`src/rtl/traffic_light_monitor_if.sv`:
```
// Signal bundle between an observed traffic-light controller and its monitor.
interface traffic_light_monitor_if #(
  parameter int CNT_WIDTH = 5
);
  logic                 en;
  logic                 sec_tick;
  logic                 green_light;
  logic                 yellow_light;
  logic                 red_light;
  logic                 clr_fault;

  // phase_done is a one-cycle event with no back-pressure: phase_id/phase_len
  // are valid with it and hold until the next event.
  logic                 phase_done;
  logic [1:0]           phase_id;
  logic [CNT_WIDTH-1:0] phase_len;
  logic                 fault;
  logic [2:0]           fault_code;
  logic [2:0]           dbg_state;

  modport master (
    output en, sec_tick, green_light, yellow_light, red_light, clr_fault,
    input  phase_done, phase_id, phase_len, fault, fault_code, dbg_state
  );

  modport slave (
    input  en, sec_tick, green_light, yellow_light, red_light, clr_fault,
    output phase_done, phase_id, phase_len, fault, fault_code, dbg_state
  );
endinterface

```
`src/rtl/traffic_light_monitor.sv`:
```
// Watches three lamp inputs, measures each phase in sec_tick units and flags
// illegal patterns, out-of-order changes and phases that run short or long.
module traffic_light_monitor #(
  parameter int pTIME_GREEN_LIGHT  = 15,
  parameter int pTIME_YELLOW_LIGHT = 3,
  parameter int pTIME_RED_LIGHT    = 18,
  parameter int pCNT_WIDTH         = 5
) (
  input logic                    clk,
  input logic                    rst_n,
  traffic_light_monitor_if.slave mon
);

  typedef enum logic [2:0] {
    S_IDLE   = 3'd0,
    S_GREEN  = 3'd1,
    S_YELLOW = 3'd2,
    S_RED    = 3'd3,
    S_FAULT  = 3'd4
  } state_t;

  localparam logic [2:0] F_ILLEGAL = 3'd1;
  localparam logic [2:0] F_ORDER   = 3'd2;
  localparam logic [2:0] F_SHORT   = 3'd3;
  localparam logic [2:0] F_LONG    = 3'd4;

  localparam logic [pCNT_WIDTH:0]   EXP_GREEN  = (pCNT_WIDTH+1)'(pTIME_GREEN_LIGHT);
  localparam logic [pCNT_WIDTH:0]   EXP_YELLOW = (pCNT_WIDTH+1)'(pTIME_YELLOW_LIGHT);
  localparam logic [pCNT_WIDTH:0]   EXP_RED    = (pCNT_WIDTH+1)'(pTIME_RED_LIGHT);
  localparam logic [pCNT_WIDTH-1:0] CNT_MAX    = '1;
  localparam logic [pCNT_WIDTH-1:0] CNT_ONE    = 1;

  state_t                  state;
  logic                    partial;
  logic [pCNT_WIDTH-1:0]   cnt;
  logic                    phase_done_q;
  logic [1:0]              phase_id_q;
  logic [pCNT_WIDTH-1:0]   phase_len_q;
  logic                    fault_q;
  logic [2:0]              fault_code_q;

  logic [2:0]              lamps;
  logic                    lamp_legal;
  state_t                  lamp_state;
  state_t                  next_phase;
  logic [pCNT_WIDTH:0]     exp_len;
  logic [1:0]              ended_id;
  logic [pCNT_WIDTH-1:0]   cnt_inc;
  logic                    fault_det;
  logic [2:0]              fault_cause;
  logic                    change_ok;

  assign lamps      = {mon.red_light, mon.yellow_light, mon.green_light};
  assign lamp_legal = $onehot(lamps);
  assign cnt_inc    = (mon.sec_tick && cnt != CNT_MAX) ? cnt + CNT_ONE : cnt;

  always_comb begin
    lamp_state = S_IDLE;
    case (lamps)
      3'b001:  lamp_state = S_GREEN;
      3'b010:  lamp_state = S_YELLOW;
      3'b100:  lamp_state = S_RED;
      default: lamp_state = S_IDLE;
    endcase

    next_phase = S_IDLE;
    exp_len    = EXP_RED;
    ended_id   = 2'd0;
    case (state)
      S_GREEN:  begin next_phase = S_YELLOW; exp_len = EXP_GREEN;  ended_id = 2'd1; end
      S_YELLOW: begin next_phase = S_RED;    exp_len = EXP_YELLOW; ended_id = 2'd2; end
      S_RED:    begin next_phase = S_GREEN;  exp_len = EXP_RED;    ended_id = 2'd3; end
      default:  ;
    endcase

    // Cause priority falls out of the if-chain order: illegal, order, short, long.
    fault_det   = 1'b0;
    fault_cause = 3'd0;
    change_ok   = 1'b0;
    if (state inside {S_GREEN, S_YELLOW, S_RED}) begin
      if (!lamp_legal) begin
        fault_det   = 1'b1;
        fault_cause = F_ILLEGAL;
      end else if (lamp_state != state) begin
        if (lamp_state != next_phase) begin
          fault_det   = 1'b1;
          fault_cause = F_ORDER;
        end else if (!partial && ({1'b0, cnt} < exp_len)) begin
          fault_det   = 1'b1;
          fault_cause = F_SHORT;
        end else begin
          change_ok = 1'b1;
        end
      end else if (!partial && ({1'b0, cnt_inc} > exp_len)) begin
        fault_det   = 1'b1;
        fault_cause = F_LONG;
      end
    end
  end

  always_ff @(posedge clk or negedge rst_n) begin
    if (!rst_n) begin
      state        <= S_IDLE;
      partial      <= 1'b0;
      cnt          <= '0;
      phase_done_q <= 1'b0;
      phase_id_q   <= 2'd0;
      phase_len_q  <= '0;
      fault_q      <= 1'b0;
      fault_code_q <= 3'd0;
    end else if (mon.clr_fault) begin
      state        <= S_IDLE;
      partial      <= 1'b0;
      cnt          <= '0;
      phase_done_q <= 1'b0;
      fault_q      <= 1'b0;
      fault_code_q <= 3'd0;
    end else begin
      // phase_done stays a single-cycle pulse even if en drops right after it.
      phase_done_q <= 1'b0;
      if (mon.en) begin
        case (state)
          // Non-one-hot patterns in IDLE are treated as "not started yet".
          S_IDLE: begin
            if (lamp_legal) begin
              state   <= lamp_state;
              cnt     <= '0;
              partial <= 1'b1;
            end
          end
          S_GREEN, S_YELLOW, S_RED: begin
            if (fault_det) begin
              state        <= S_FAULT;
              fault_q      <= 1'b1;
              fault_code_q <= fault_cause;
            end else if (change_ok) begin
              state   <= lamp_state;
              cnt     <= mon.sec_tick ? CNT_ONE : '0;
              partial <= 1'b0;
              if (!partial) begin
                phase_done_q <= 1'b1;
                phase_id_q   <= ended_id;
                phase_len_q  <= cnt;
              end
            end else begin
              cnt <= cnt_inc;
            end
          end
          default: ;
        endcase
      end
    end
  end

  assign mon.phase_done = phase_done_q;
  assign mon.phase_id   = phase_id_q;
  assign mon.phase_len  = phase_len_q;
  assign mon.fault      = fault_q;
  assign mon.fault_code = fault_code_q;
  assign mon.dbg_state  = state;

endmodule

```
`src/flat_wrapper.sv`:
```
// flat-port wrapper written by rule: the top's interface ports become plain ports
module traffic_light_monitor_flat 
#(
  parameter int pTIME_GREEN_LIGHT  = 15,
  parameter int pTIME_YELLOW_LIGHT = 3,
  parameter int pTIME_RED_LIGHT    = 18,
  parameter int pCNT_WIDTH         = 5
)
  (clk, rst_n, mon_en, mon_sec_tick, mon_green_light, mon_yellow_light, mon_red_light, mon_clr_fault, mon_phase_done, mon_phase_id, mon_phase_len, mon_fault, mon_fault_code, mon_dbg_state);
  traffic_light_monitor_if #(.CNT_WIDTH((5))) mon_i ();
  input logic clk;
  input logic rst_n;
  input wire logic [$bits(mon_i.en)-1:0] mon_en;
  input wire logic [$bits(mon_i.sec_tick)-1:0] mon_sec_tick;
  input wire logic [$bits(mon_i.green_light)-1:0] mon_green_light;
  input wire logic [$bits(mon_i.yellow_light)-1:0] mon_yellow_light;
  input wire logic [$bits(mon_i.red_light)-1:0] mon_red_light;
  input wire logic [$bits(mon_i.clr_fault)-1:0] mon_clr_fault;
  output wire logic [$bits(mon_i.phase_done)-1:0] mon_phase_done;
  output wire logic [$bits(mon_i.phase_id)-1:0] mon_phase_id;
  output wire logic [$bits(mon_i.phase_len)-1:0] mon_phase_len;
  output wire logic [$bits(mon_i.fault)-1:0] mon_fault;
  output wire logic [$bits(mon_i.fault_code)-1:0] mon_fault_code;
  output wire logic [$bits(mon_i.dbg_state)-1:0] mon_dbg_state;
  assign mon_i.en = mon_en;
  assign mon_i.sec_tick = mon_sec_tick;
  assign mon_i.green_light = mon_green_light;
  assign mon_i.yellow_light = mon_yellow_light;
  assign mon_i.red_light = mon_red_light;
  assign mon_i.clr_fault = mon_clr_fault;
  assign mon_phase_done = mon_i.phase_done;
  assign mon_phase_id = mon_i.phase_id;
  assign mon_phase_len = mon_i.phase_len;
  assign mon_fault = mon_i.fault;
  assign mon_fault_code = mon_i.fault_code;
  assign mon_dbg_state = mon_i.dbg_state;
  traffic_light_monitor #(.pTIME_GREEN_LIGHT(pTIME_GREEN_LIGHT), .pTIME_YELLOW_LIGHT(pTIME_YELLOW_LIGHT), .pTIME_RED_LIGHT(pTIME_RED_LIGHT), .pCNT_WIDTH(pCNT_WIDTH)) u_core (.clk(clk), .rst_n(rst_n), .mon(mon_i));
endmodule
```
`config.mk`:
```
export PLATFORM = sky130hd
export DESIGN_NAME = traffic_light_monitor_flat
export DESIGN_NICKNAME = d
export VERILOG_FILES = /design/src/rtl/traffic_light_monitor_if.sv /design/src/rtl/traffic_light_monitor.sv /design/src/flat_wrapper.sv
export SDC_FILE = /design/constraint.sdc
export NUM_CORES = 1
export LEC_CHECK = 0
export CAP_MARGIN = 20
export CORE_MARGIN = 1
export CORE_UTILIZATION = 33
export DETAILED_ROUTE_END_ITERATION = 7
export PLACE_DENSITY = 0.53
export SYNTH_ARGS = -nofsm -noshare
export SYNTH_HDL_FRONTEND = slang
export SYNTH_SLANG_ARGS = --single-unit
```
`constraint.sdc`:
```
create_clock -name clk -period 4.6 [get_ports clk]
set_clock_uncertainty 0.15 [all_clocks]
set_input_delay 1.15 -clock clk [delete_from_list [all_inputs] [get_ports clk]]
set_output_delay 1.15 -clock clk [all_outputs]
set_load 0.01 [all_outputs]
```
* Word-level counts from Yosys, hierarchy flattened
Index checks and enable logic that the tools add are counted.
W data, S select, Z words.
** Word-level totals
- Logic and storage cells :: 101
- Register bits :: 21
- Output and inout port bits :: 15
- Input port bits :: 8
** Operators by class
- Bitwise operators :: 3
- Add/sub/neg operators :: 3
- Order comparisons :: 2
- Reductions and logical operators :: 16
- Mux-type cells :: 55
- Equal/unequal tests :: 14
** Operators by type and width (count)
- $mux W3 :: 14
- $mux W5 :: 6
- $mux W1 :: 27
- $pmux W5 S2 :: 2
- $pmux W2 S3 :: 3
- $eq A3 B2 Y1 const B :: 3
- $reduce_and A4 Y1 :: 2
- $eq A3 B1 Y1 const B :: 2
- $ne A3 B2 Y1 const B :: 2
- $pmux W3 S2 :: 1
- $reduce_and A6 Y1 :: 1
- $reduce_bool A2 Y1 :: 3
- $reduce_bool A3 Y1 :: 2
- $add A5 B1 Y5 const B :: 1
- $gt A5 B5 Y1 :: 1
- $lt A5 B5 Y1 :: 1
- $ne A5 B5 Y1 const B :: 1
- $reduce_and A5 Y1 :: 1
- $ne A4 B2 Y1 const B :: 1
- $eq A3 B3 Y1 const B :: 1
- $logic_and A1 B1 Y1 :: 3
- $logic_not A3 Y1 :: 1
- $ne A2 B3 Y1 :: 1
- $ne A3 B3 Y1 const B :: 1
- 10 further kinds :: 12

* Logic depth before layout (Yosys ltp)
- Depth after elaboration :: 14
- Gate-level depth with buffers :: 12
- Gate-level depth less buffers :: 12

* Worst setup path after synthesis
No wires, ideal clock.
- Path kind :: input port to flip-flop
- From :: in mon_sec_tick
- To :: reg u_core.cnt[2]
- Arrival :: 3.299 ns
- Library setup time :: 0.125 ns
- Required time :: 4.325 ns
- Path slack :: 1.026 ns
- Buffers on the path :: 0
- Cell stages on the path :: 9
- Cells stage by stage :: and2b_1 > mux2_2 > ha_1 > nand2_1 > nor4b_1 > mux2_2 > o311ai_4 > o211ai_4 > mux2_4
** On the way
- Word-level cells in the longest chain between the ends :: 10
- Elaborated cells between the ends (all ways) :: 15
- Classes of those cells :: 1 x order compare; 1 x eq/ne; 10 x mux; 3 x reduce/logical
** Ends and longest elaborated chain
- from (decl) :: line flat_wrapper.sv:14 : input wire logic [$bits(mon_i.sec_tick)-1:0] mon_sec_tick;
- $logic_and A1 B1 Y1 * :: line traffic_light_monitor.sv:55 : assign cnt_inc = (mon.sec_tick && cnt != CNT_MAX) ? cnt + CNT_ONE : cnt;
- $mux W5 * :: line traffic_light_monitor.sv:55
- $gt A5 B5 Y1 :: line traffic_light_monitor.sv:94 : end else if (!partial && ({1'b0, cnt_inc} > exp_len)) begin
- $logic_and A1 B1 Y1 :: line traffic_light_monitor.sv:94
- $mux W1 :: line traffic_light_monitor.sv:94
- $mux W1 :: line traffic_light_monitor.sv:84 : end else if (lamp_state != state) begin
- $mux W1 :: line traffic_light_monitor.sv:81 : if (!lamp_legal) begin
- $mux W1 :: line traffic_light_monitor.sv:80 : if (state inside {S_GREEN, S_YELLOW, S_RED}) begin
- $ne A3 B3 Y1 (no source line)
- $reduce_and A4 Y1 (no source line)
- to (signal assigned) :: line traffic_light_monitor.sv:138 : cnt <= mon.sec_tick ? CNT_ONE : '0;
- to (signal assigned) :: line traffic_light_monitor.sv:146 : cnt <= cnt_inc;
- to (decl) :: line traffic_light_monitor.sv:35 : logic [pCNT_WIDTH-1:0] cnt;
Mark *: on every way between the ends. The rest lies on a longest branch, timed or not. The select of a mux whose other input is x is not followed.
A chain may end at the register's enable or synchronous reset.

* Final worst setup path
- From :: in mon_sec_tick
- To :: reg u_core.cnt[4]
The elaborated chain is that of the path after synthesis.

==> run summary <==
MaxCap Viol Count = 0
Leakage = 0.000777 uW
WL final = 4.07 mm
Most frequent cells after synthesis = dfrtp_1, a21oi_1, nor2_1
Die X-Extent = 72.2 um
Fmax = 243 MHz
Antenna Cells = 0
Routed WL per cell = 16.2 um
TritonCTS clock tree = built
CP endpoint kind = register
Core box area = 0.00472 sq mm
Clock transition at path regs = 0.08 ns
I/O Pins = 23
Post-cts repair resize count = 0
Vias = 1,389
Root Buffer = clkbuf_8
All-Layer GR Usage = 16.6%
Number of fill cells = 463
# clock sinks = 21
Routed Antenna Nets = 0
Total grt overflow = 0
RSZ-0062 raised after global routing = false
Die Ht = 72.2 um
Synth warn = 0
Startpoint types = input pin
CP required = 4.60 ns
Vias in the first global route = 1,366
Syn nets = 180
Synth cell types = 56
CTS Buf Count = 3
CP Max Fanout = 10
Initial antenna violation count = 0
Worst-path cell chain = clkdlybuf4s50_1 > and2b_1 > mux2_2 > ha_1 > nand2_1 > nor4b_1 > mux2_2 > o311ai_4 > o211ai_4 > mux2_4
Detailed Place HPWL = 3.10 mm
Global-route wire length before repair = 6.74 mm
Min Hold Slack = 0.339 ns
Syn_area_per_cell = 9.91 sq um
Worst setup margin = 0.480 ns
Clk_lat worst skew = 0.26 ns
Crit path largest cell delay = 0.53 ns
First-pass iteration count of the detailed router = 4
Layout cell share with drive strength beyond 1 = 13.6%
Synthesis-to-finish area growth = 19.9%
CP arrival = 4.12 ns
Pins Over Slew Limit = 0
Slowest-stage cell, CP = clkdlybuf4s50_1
Via/cell ratio = 5.53
Largest net degree at the start of global routing = 22
Area of the mapped netlist = 0.00163 sq mm
Synth Instances = 164
Status = complete, no violations
Post-synthesis sequential area ratio = 32.3%
CTS Hold Bufs = 0
Die area = 0.00521 sq mm
Period utilisation layout = 89.6%
Design Power = 399 uW
R2r setup slk = 0.72 ns
Num rows = 25
Drt drc = 0
Tmin final = 4.12 ns
Post-synth top flop = dfrtp_1
Worst slew pin tran = 0.953 ns
Async set-reset flop share out of synthesis = 100%
Initial core utilization = 34.4%
Count leader, synth = dfrtp_1
Core Util, Final = 41.3%
Crit path kind = input pin to register
Hold WC Path Type = register to register
Post-synth EDFFs = 0
Power Dens Cells = 205 mW/mm^2
Synth area leaders = dfrtp_1, mux2_2, ha_1
Htree depth = 1
Pre-CTS setup slack = 0.227 ns
Largest area contributor in the netlist = dfrtp_1
Top cell by count, worst path = mux2_2
Setup_tns = 0 ns
I/O Buffers = 22
Iteration-0 DRC Markers = 72
# Post-CTS Setup Buffers = 0
Clock buffer depth = 2
Setup violations, final = 0
Maximum vdd ir drop = 0.0786 mV
Area share of the largest cell type after synthesis = 32.3%
#FFs+latches synth = 21
Relative slew slack = 36.3%
Fin. Hold Viols = 0
Fin nets = 201
GP Congestion = 0.840
[registers in the layout, indices dropped and copies added, names as in the netlist]
signal and flops:
u_core.mon.fault 1, u_core.cnt 5, u_core.mon.phase_done 1, u_core.mon.phase_id 2, u_core.mon.fault_code 3, u_core.mon.dbg_state 3, u_core.partial 1, u_core.mon.phase_len 5
[routing by layer]
| metal | wire (um) | track usage, % | vias up |
|---|---|---|---|
| met5 | 0 | 0 | - |
| met4 | 51 | 6.10 | 0 |
| met3 | 144 | 1.53 | 5 |
| met2 | 2030 | 27.8 | 39 |
| met1 | 1850 | 22.2 | 678 |
| li1 | - | - | 667 |
[critical path: cells and delay by family]
| kind | cells | cell delay [ns] |
|---|---|---|
| AOI/OAI and AO/OA | 2 | 0.70 |
| and+or+nand+nor | 3 | 0.41 |
| muxes | 3 | 1.00 |
| buffers and inverters | 1 | 0.53 |
| adders and majority gates | 1 | 0.31 |
[through the flow]
stage | cell area, sq um | std cells
floorplan | 1630 | 164
global placement | 1900 | 247
detailed placement | 1900 | 247
CTS | 1950 | 251
global route | 1950 | 251
finish | 1950 | 251
[layout by cell type, fill, tap and decap left out, types with 4 or more instances in the layout]
| cell | Yosys | final |
|---|---|---|
| clkdlybuf4s50_1 | 0 | 22 |
| dfrtp_1 | 21 | 21 |
| nor2_1 | 9 | 9 |
| a21oi_1 | 9 | 9 |
| mux2_2 | 8 | 8 |
| ha_1 | 7 | 7 |
| nand2_1 | 6 | 6 |
| o21ai_0 | 6 | 6 |
| inv_1 | 5 | 5 |
| o21ai_1 | 5 | 5 |
| nor4_1 | 5 | 5 |
| nor3_1 | 5 | 5 |
| xnor2_1 | 4 | 4 |
[kinds of logic (layout without fill, tap and decap cells)]
logic type,after synthesis,after routing,share of synthesized area (%)
simple gates,58,58,22.9
compound gates,44,44,21.2
flops,21,21,32.3
mux,14,14,9.93
buf+inv,13,33,3.69
fa+ha+maj,9,9,7.24
xor+xnor,5,5,2.69
[power breakdown]
| part | internal [uW] | switching [uW] |
|---|---|---|
| Clock | 60.4 | 61.6 |
| Combinational | 34.3 | 51.0 |
| Sequential | 186 | 5.00 |
| Total | 281 | 118 |
[final cells by class]
class	count	area [sq um]	area share, %
clock buffer	3	41.3	2.12
clock inverter	1	5.00	0.257
inverter	5	18.8	0.963
multi-input combinational	130	1040	53.3
sequential	21	526	27.0
tap	67	83.8	4.30
timing repair buffer	24	235	12.1
[path summary, 6_finish.rpt]
check	startpoint	endpoint	cells past startpoint
max	mon_sec_tick	u_core.cnt[4]$_DFFE_PN0P_	10
min	u_core.mon.phase_id[1]$_DFFE_PN0P_	u_core.mon.phase_id[1]$_DFFE_PN0P_	1
max reg2reg	u_core.cnt[0]$_DFFE_PN0P_	u_core.cnt[4]$_DFFE_PN0P_	12
min reg2reg	u_core.mon.phase_id[1]$_DFFE_PN0P_	u_core.mon.phase_id[1]$_DFFE_PN0P_	1
max in group asynchronous	rst_n	u_core.mon.phase_len[0]$_DFFE_PN0P_	1
min in group asynchronous	rst_n	u_core.cnt[4]$_DFFE_PN0P_	1
Power figures use the tool's default switching activity.
